$ cat src/rtl/seq_abacus_if.sv
// Operand/result bundle for seq_abacus: the request side drives operands and
// start, the unit drives the handshake status and the registered result.
interface seq_abacus_if #(
    parameter int W = 8
);
    logic           start;
    logic [W-1:0]   in1;
    logic [W-1:0]   in2;
    logic [1:0]     sel;
    logic           ready;
    logic           done;
    logic           overflow;
    logic [2*W-1:0] out_reg;

    modport master (
        output start, in1, in2, sel,
        input  ready, done, overflow, out_reg
    );

    modport slave (
        input  start, in1, in2, sel,
        output ready, done, overflow, out_reg
    );
endinterface

$ cat src/rtl/seq_abacus.sv
// Multi-cycle unsigned arithmetic unit: single-cycle add/sub, iterative
// shift-add multiply and restoring divide, with a one-cycle done pulse.
module seq_abacus #(
    parameter int W = 8
) (
    input  logic         clk,
    input  logic         rst,
    seq_abacus_if.slave  bus
);
    localparam int CW = $clog2(W + 1);

    localparam logic [1:0] S_IDLE = 2'd0;
    localparam logic [1:0] S_CALC = 2'd1;
    localparam logic [1:0] S_DONE = 2'd2;

    localparam logic [1:0] OP_ADD = 2'b00;
    localparam logic [1:0] OP_SUB = 2'b01;
    localparam logic [1:0] OP_MUL = 2'b10;
    localparam logic [1:0] OP_DIV = 2'b11;

    logic [1:0]     state_r;
    logic           ready_r;
    logic           done_r;
    logic           overflow_r;
    logic [2*W-1:0] out_r;
    logic [CW-1:0]  cnt_r;
    logic [2*W-1:0] work_r;
    logic [W-1:0]   opnd_r;
    logic           is_mul_r;

    logic [W:0]     add_sum_s;
    logic [W-1:0]   sub_diff_s;
    logic [W:0]     mul_sum_s;
    logic [W:0]     div_shift_s;
    logic [W-1:0]   div_rem_s;
    logic           div_take_s;
    logic [2*W-1:0] work_nxt_s;

    assign bus.ready    = ready_r;
    assign bus.done     = done_r;
    assign bus.overflow = overflow_r;
    assign bus.out_reg  = out_r;

    // Single-cycle results, computed straight from the accepted operands.
    always_comb begin
        add_sum_s  = {1'b0, bus.in1} + {1'b0, bus.in2};
        sub_diff_s = bus.in1 - bus.in2;
    end

    // One iteration step. work_r holds {acc, multiplier} for mul and
    // {remainder, dividend/quotient} for div, so the final value is the result.
    always_comb begin
        work_nxt_s  = work_r;
        mul_sum_s   = {1'b0, work_r[2*W-1:W]} + {1'b0, opnd_r};
        div_shift_s = work_r[2*W-1:W-1];
        div_take_s  = (div_shift_s >= {1'b0, opnd_r});
        div_rem_s   = div_shift_s[W-1:0] - opnd_r;
        if (is_mul_r) begin
            if (work_r[0]) begin
                work_nxt_s = {mul_sum_s, work_r[W-1:1]};
            end else begin
                work_nxt_s = {1'b0, work_r[2*W-1:1]};
            end
        end else begin
            if (div_take_s) begin
                work_nxt_s = {div_rem_s, work_r[W-2:0], 1'b1};
            end else begin
                work_nxt_s = {div_shift_s[W-1:0], work_r[W-2:0], 1'b0};
            end
        end
    end

    // Control FSM and registered outputs.
    always_ff @(posedge clk) begin
        if (rst) begin
            state_r    <= S_IDLE;
            ready_r    <= 1'b1;
            done_r     <= 1'b0;
            overflow_r <= 1'b0;
            out_r      <= {(2*W){1'b0}};
            cnt_r      <= {CW{1'b0}};
            work_r     <= {(2*W){1'b0}};
            opnd_r     <= {W{1'b0}};
            is_mul_r   <= 1'b0;
        end else begin
            case (state_r)
                S_IDLE: begin
                    done_r <= 1'b0;
                    if (bus.start) begin
                        ready_r  <= 1'b0;
                        is_mul_r <= (bus.sel == OP_MUL);
                        case (bus.sel)
                            OP_ADD: begin
                                out_r      <= {{(W-1){1'b0}}, add_sum_s};
                                overflow_r <= add_sum_s[W];
                                done_r     <= 1'b1;
                                state_r    <= S_DONE;
                            end
                            OP_SUB: begin
                                out_r      <= {{W{1'b0}}, sub_diff_s};
                                overflow_r <= (bus.in1 < bus.in2);
                                done_r     <= 1'b1;
                                state_r    <= S_DONE;
                            end
                            OP_MUL: begin
                                work_r  <= {{W{1'b0}}, bus.in2};
                                opnd_r  <= bus.in1;
                                cnt_r   <= CW'(W);
                                state_r <= S_CALC;
                            end
                            OP_DIV: begin
                                if (bus.in2 == {W{1'b0}}) begin
                                    out_r      <= {bus.in1, {W{1'b1}}};
                                    overflow_r <= 1'b1;
                                    done_r     <= 1'b1;
                                    state_r    <= S_DONE;
                                end else begin
                                    work_r  <= {{W{1'b0}}, bus.in1};
                                    opnd_r  <= bus.in2;
                                    cnt_r   <= CW'(W);
                                    state_r <= S_CALC;
                                end
                            end
                            default: begin
                                ready_r <= 1'b1;
                                state_r <= S_IDLE;
                            end
                        endcase
                    end else begin
                        ready_r <= 1'b1;
                    end
                end
                S_CALC: begin
                    work_r <= work_nxt_s;
                    cnt_r  <= cnt_r - CW'(1);
                    if (cnt_r == CW'(1)) begin
                        out_r      <= work_nxt_s;
                        overflow_r <= 1'b0;
                        done_r     <= 1'b1;
                        state_r    <= S_DONE;
                    end else begin
                        state_r <= S_CALC;
                    end
                end
                S_DONE: begin
                    done_r  <= 1'b0;
                    ready_r <= 1'b1;
                    state_r <= S_IDLE;
                end
                default: begin
                    done_r  <= 1'b0;
                    ready_r <= 1'b1;
                    state_r <= S_IDLE;
                end
            endcase
        end
    end
endmodule
$ cat src/flat_wrapper.sv
// flat-port wrapper written by rule: the top's interface ports become plain ports
module seq_abacus_flat 
#(
    parameter int W = 8
)
  (clk, rst, bus_start, bus_in1, bus_in2, bus_sel, bus_ready, bus_done, bus_overflow, bus_out_reg);
  seq_abacus_if #(.W(W)) bus_i ();
  input  logic clk;
  input  logic rst;
  input wire logic [$bits(bus_i.start)-1:0] bus_start;
  input wire logic [$bits(bus_i.in1)-1:0] bus_in1;
  input wire logic [$bits(bus_i.in2)-1:0] bus_in2;
  input wire logic [$bits(bus_i.sel)-1:0] bus_sel;
  output wire logic [$bits(bus_i.ready)-1:0] bus_ready;
  output wire logic [$bits(bus_i.done)-1:0] bus_done;
  output wire logic [$bits(bus_i.overflow)-1:0] bus_overflow;
  output wire logic [$bits(bus_i.out_reg)-1:0] bus_out_reg;
  assign bus_i.start = bus_start;
  assign bus_i.in1 = bus_in1;
  assign bus_i.in2 = bus_in2;
  assign bus_i.sel = bus_sel;
  assign bus_ready = bus_i.ready;
  assign bus_done = bus_i.done;
  assign bus_overflow = bus_i.overflow;
  assign bus_out_reg = bus_i.out_reg;
  seq_abacus #(.W(W)) u_core (.clk(clk), .rst(rst), .bus(bus_i));
endmodule
$ cat config.mk
export PLATFORM = sky130hd
export DESIGN_NAME = seq_abacus_flat
export DESIGN_NICKNAME = d
export VERILOG_FILES = /design/src/rtl/seq_abacus_if.sv /design/src/rtl/seq_abacus.sv /design/src/flat_wrapper.sv
export SDC_FILE = /design/constraint.sdc
export NUM_CORES = 1
export LEC_CHECK = 0
export ABC_AREA = 1
export CORE_ASPECT_RATIO = 0.9
export CORE_MARGIN = 5
export CORE_UTILIZATION = 34
export CTS_BUF_LIST = sky130_fd_sc_hd__clkbuf_8
export DETAILED_ROUTE_END_ITERATION = 8
export PLACE_DENSITY_LB_ADDON = 0.08
export SLEW_MARGIN = 30
export SYNTH_ARGS = -nofsm -noshare
export SYNTH_HDL_FRONTEND = slang
export SYNTH_SLANG_ARGS = --single-unit
$ cat constraint.sdc
create_clock -name clk -period 2.9 [get_ports clk]
set_input_delay 0.58 -clock clk [delete_from_list [all_inputs] [get_ports clk]]
set_output_delay 0.58 -clock clk [all_outputs]
set_load 0.02 [all_outputs]
==> results of run 1 <==
## cell usage in the layout (no fill, tap or decap), types with 2 or more instances in the layout
cell type        instances
nand2_1                160
nand3_1                 70
o211ai_1                 4
nand4_1                 15
clkdlybuf4s50_1         39
xnor2_1                  2
nand3_2                  2
clkinv_1                 2
inv_2                    6
inv_1                   91
o21ai_0                 42
o21ai_1                  3
o22ai_1                  2
clkbuf_8                 5
a21oi_1                 73
nor4_1                   2
nand3b_1                 4
a31oi_1                  4
nor3_1                   4
o311ai_0                 5
dfxtp_1                 50
fa_1                     4
a211oi_1                 2
a21o_1                   3
nor2_2                   5
nor2_1                  31
nand2_4                  2
buf_4                   11
xor2_1                   6
ha_1                    34
## cell type report
class | instances | area (um2)
clock buffers | 5 | 68.8
clock inverters | 3 | 21.3
fillers | 1326 | 7220
well taps | 160 | 200
inverters | 100 | 378
flip-flops and latches | 50 | 1000
repair buffers | 50 | 473
multi-input cells | 486 | 2660
## critical path: stages
cell and delay, ps:
clkdlybuf4s50_1 500, ha_1 300, fa_1 410, nand3_1 100, o211ai_1 210, o21ai_0 230
nand3_1 180, a21oi_1 180
## metal layers
metal / share of wire [%] / GRT usage, %
met1: 46 / 25.2
met5: 0 / 0
met3: 3.7 / 2.93
met4: 1.7 / 4.15
met2: 48 / 33.4
## worst min path at each step
stage | to | slack, ps | depth (start not counted)
global route | u_core.bus.done | 500 | 2
CTS | u_core.work_r[6] | 470 | 2
floorplan | u_core.work_r[2] | 430 | 2
finish | u_core.bus.out_reg[2] | 470 | 2
global placement | u_core.work_r[6] | 450 | 2
detailed placement | u_core.bus.ready | 460 | 2
## cell usage after synthesis, drive strengths merged
cell type | count | area [um2]
o22ai | 2 | 12.5
buf | 19 | 113
nand2 | 163 | 629
a21o | 3 | 22.5
nor3 | 4 | 20.0
inv | 98 | 370
xor2 | 6 | 52.6
a21oi | 73 | 365
clkinv | 2 | 7.51
nand3b | 4 | 30.0
fa | 4 | 80.1
nor4 | 2 | 12.5
a211oi | 2 | 15.0
o21bai | 1 | 7.51
nor2 | 37 | 159
dfxtp | 50 | 1000
o21a | 1 | 7.51
ha | 34 | 425
o21ai | 45 | 225
o311ai | 5 | 43.8
nand4 | 15 | 93.8
or2 | 2 | 12.5
nand2b | 1 | 6.26
xnor2 | 2 | 17.5
o211ai | 4 | 30.0
clkbuf | 7 | 26.3
a31oi | 4 | 25.0
nand3 | 72 | 370
## power by group
| group | total (mW) | internal [mW] | leakage [nW] | switching (mW) |
|---|---|---|---|---|
| registers | 0.803 | 0.751 | 0.411 | 0.0519 |
| clock network | 0.427 | 0.170 | 0.0441 | 0.256 |
| logic | 0.932 | 0.335 | 1.85 | 0.597 |
## kinds of logic (layout without fill, tap and decap cells)
| group | after synthesis | in the layout | synth area share, % |
|---|---|---|---|
| and+or+nand+nor | 300 | 300 | 31.9 |
| AOI/OAI and AO/OA | 140 | 140 | 18.0 |
| buffers and inverters | 126 | 158 | 12.4 |
| DFF | 50 | 50 | 23.9 |
| adders and majority gates | 38 | 38 | 12.1 |
| xor gates and xnor gates | 8 | 8 | 1.68 |
==> reports/results.txt, run 1 <==
GRT Util Overall -> 19.2%
Pwr Total -> 2.16 mW
Post-Place Worst Slack -> 139 ps
Slew @ Worst Pin -> 549 ps
Antenna cells -> 0
Post-Syn Nets -> 721
# hold bufs at CTS -> 0
Final #Nets -> 752
R2r setup slk -> 700 ps
Initial Utilization -> 34.8%
Largest net degree at the start of global routing -> 29
R2R Path End -> u_core.work_r[8]
Rel. slew slack -> 63.3%
DRT antenna net count -> 0
# Post-CTS Setup Buffers -> 0
# IOs -> 40
Total CTS buffers -> 5
Cell row count -> 38
Die Wd -> 127 um
CP startpoint -> bus_in2[0]
Final Critical Period -> 2460 ps
Critical Path RT -> 3150 ps
Crit path max fanout -> 5
HP Class -> register to register
Synth warnings -> 0
Register area share after synthesis -> 23.9%
Routed WL per cell -> 16.0 um
Hold_sp -> u_core.bus.out_reg[2]
Max Root-Sink Buffers -> 2
Pwr dens -> 450 nW/um2
Placed cells -> 846
FF+latch count, synth -> 50
DRC Markers -> 0
Vias in the first global route -> 4,222
Crit path DAT -> 2710 ps
Clock Skew -> 11.0 ps
CP Launch Type -> primary input
Area Overhead vs Synth -> 14.9%
Clock transition at path regs -> 90 ps
Final Setup Violations -> 0
Resize count post-CTS -> 0
Fmax -> 406 MHz
Die footprint -> 14,600 um2
Root Driver -> clkbuf_8
Hold Worst Slack -> 472 ps
Pins Over Slew Limit -> 0
Routed WL -> 13,700 um
Fin Setup TNS -> 0 ps
Status -> complete, no violations
Netlist Area Pre-Place -> 4180 um2
Fin cells -> 854
Final instance area -> 4810 um2
First-pass GRT wire length -> 22,500 um
Clock latency on the worst-skew pair -> 320 ps
Placed Area -> 4720 um2
Routability cong. -> 0.879
Maxcap violations -> 0
Final Hold Vio Count -> 0
Clk sink count -> 50
Synth cell types -> 39
Worst Reg-to-Reg Cells -> 13
CP endpoint -> u_core.bus.out_reg[4]
R2r startpoint -> u_core.opnd_r[6]
CTS tree -> done
Leak pwr -> 2.30 nW
Iter 0 DRT Violations -> 312
Util after Layout -> 40.0%
Maximum vdd drop -> 0.201 mV
Vias -> 4,333
DR pass1 iterations -> 5
Setup WS post-layout -> 438 ps
Detailed Place HPWL -> 11,100 um
Grt ovf -> 0
Vias per cell -> 5.07
Synthesized instance count -> 662
CORE AREA -> 12,000 um2
Setup repair after global routing missed its margin -> no
Crit Path Class -> primary input to register
Period utilization -> 84.9%
Port Buffers -> 39
H-tree levels -> 2
Fraction of layout cells with a size suffix above 1 -> 5.48%
Die Y -> 115 um
Crit end category -> register
Mean Syn Cell Area -> 6.32 um2
Antenna violations before repair -> 0
No activity file was read; power rests on OpenSTA's default activity.
==> run 2: changes to the inputs <==
Clock period 2.9 ns to 2.31 ns, I/O delays scaled along.
==> run 2 against run 1 <==
Count of clock-buffer cells in the layout is the same. Hold slack got worse by 6.5 ps. Critical endpoint is now u_core.bus.out_reg[0]. Die area unchanged. Via count grew 6.9%. Clock skew increased by 3.6 ps. Flip-flop and latch count did not move.
==> reports/results.txt, run 2 (same netlist as run 1, synthesis figures left out) <==
# hold bufs at CTS -> 0
Vias -> 4,632
FILL cells -> 1,287
Largest net degree at the start of global routing -> 30
DRC Markers -> 0
Crit Path Class -> register to register
Crit path DAT -> 2350 ps
Hold Worst Slack -> 466 ps
First-pass GRT wire length -> 22,900 um
DR pass1 iterations -> 5
Routed WL per cell -> 15.6 um
Fraction of layout cells with a size suffix above 1 -> 12.9%
Initial Utilization -> 34.8%
CTS tree -> done
CORE AREA -> 12,000 um2
Root Driver -> clkbuf_8
Crit path max fanout -> 10
GRT Util Overall -> 19.6%
Antenna violations before repair -> 0
Maximum vdd drop -> 0.277 mV
Die footprint -> 14,600 um2
Pwr dens -> 559 nW/um2
Switching pwr -> 1.17 mW
# Post-CTS Setup Buffers -> 0
DRT antenna net count -> 0
Status -> complete, no violations
R2r startpoint -> u_core.opnd_r[2]
Critical Path RT -> 2530 ps
Clock latency on the worst-skew pair -> 330 ps
Combinational share of power -> 44.1%
Grt ovf -> 0
Slowest-stage cell, CP -> dfxtp_1
Cell row count -> 38
Clk sink count -> 50
Detailed Place HPWL -> 11,600 um
Final Hold Vio Count -> 0
Vias per cell -> 5.08
Maxcap violations -> 0
Area Overhead vs Synth -> 26.6%
Resize count post-CTS -> 0
Most frequent cells in the layout -> nand2_1 (160), inv_1 (91), a21oi_1 (73)
Fin cells -> 912
Worst Reg-to-Reg Cells -> 11
Hold Path Cell Cnt -> 2
Critical path depth -> 11
Leak pwr -> 2.62 nW
CP Launch Type -> register
Period utilization -> 92.3%
Post-Place Worst Slack -> -228 ps
Slew @ Worst Pin -> 438 ps
Worst-path cell chain -> inv_1 > ha_1 > or2_1 > nand3_1 > nand2_1 > nand2_2 > nand2_4 > o21ai_1 > nand2_1 > o21ai_1 > inv_1
Final Setup Violations -> 0
Crit end category -> register
Vias in the first global route -> 4,495
HP Class -> register to register
Int Power -> 1.79 mW
R2r setup slk -> 180 ps
Port Buffers -> 39
Final #Nets -> 810
H-tree levels -> 2
Top delay family on crit path -> simple AND/OR/NAND/NOR gates
Final Critical Period -> 2130 ps
Total CTS buffers -> 5
Fin Setup TNS -> 0 ps
Rel. slew slack -> 70.5%
Die Y -> 115 um
Pins Over Slew Limit -> 0
Clock Skew -> 14.5 ps
Routed WL -> 14,200 um
# IOs -> 40
Setup WS post-layout -> 179 ps
Max Root-Sink Buffers -> 2
R2R Path End -> u_core.bus.out_reg[0]
Clock transition at path regs -> 110 ps
Routability cong. -> 0.931
Sw frac -> 39.6%
Placed cells -> 904
Fmax -> 469 MHz
Clock share of power -> 22.3%
Reg power frac -> 33.6%
Hold endpoint -> u_core.bus.out_reg[1]
Iter 0 DRT Violations -> 240
Slowest Stage Delay on Critical Path -> 350 ps
Most common library cell in the layout ignoring fill and taps -> nand2_1
Die Wd -> 127 um
WP buf/inv -> 2
Hold_sp -> u_core.bus.out_reg[1]
Antenna cells -> 0
Pwr Total -> 2.96 mW
Setup repair after global routing missed its margin -> yes
[run 2: worst reg2reg max path: cells and delay by family, from the launching register on]
| kind | cells | cell delay [ps] |
|---|---|---|
| flops | 1 | 350 |
| buf+inv | 2 | 110 |
| simple gates | 6 | 900 |
| compound gates | 2 | 340 |
| fa+ha+maj | 1 | 330 |
[run 2: layout make-up]
class                           count  area [um2]  area share [%]
Timing Repair Buffer              108         936            17.7
Clock inverter                      3        43.8           0.827
Tap cell                          160         200            3.78
Multi-Input combinational cell    486        2670            50.4
Clock buffer                        5        68.8            1.30
Sequential cell                    50        1000            18.9
Inverter                          100         378            7.14
[run 2: how the worst max path moves through the flow]
stage          slack, ps             start                     to
2_1_floorplan        480        bus_in2[0]  u_core.bus.out_reg[8]
3_3_place_gp        -290        bus_in2[4]  u_core.bus.out_reg[5]
3_5_place_dp        -230        bus_in2[4]  u_core.bus.out_reg[5]
4_1_cts              100        bus_in2[4]  u_core.bus.out_reg[5]
5_1_grt              -20        bus_in1[0]  u_core.bus.out_reg[8]
6_report             180  u_core.opnd_r[2]  u_core.bus.out_reg[0]
[run 2: per-layer routing]
layer  GRT usage, %  wire length, um  up-vias
met1           25.0             6520     2152
met2           35.2             6860       98
met4           4.79              325        0
met5              0                0        -
met3           2.69              515       21
li1               -                -     2361
[run 2: per-stage QoR]
stage | area (um2) | utilization [%]
after detailed placement | 5180 | 43.0
after CTS | 5290 | 44.0
after floorplan | 4180 | -
after global placement | 5180 | 43.0
after global routing | 5290 | 44.0
final | 5290 | 44.0
[run 2: power groups by stage]
stage,Sequential (mW),Clock (mW),Combinational [mW]
5_1_grt,1.00,0.718,1.45
3_5_place_dp,1.01,0,1.30
6_report,0.995,0.659,1.30
2_1_floorplan,1.04,0,0.768
3_3_place_gp,1.01,0,1.30
4_1_cts,0.996,0.680,1.31
==> run 3: changes to the inputs <==
Settings changed: SLEW_MARGIN 30 to 20.
==> results of run 3 <==
No change in the layout: final DEF, timing and power equal those of run 2.
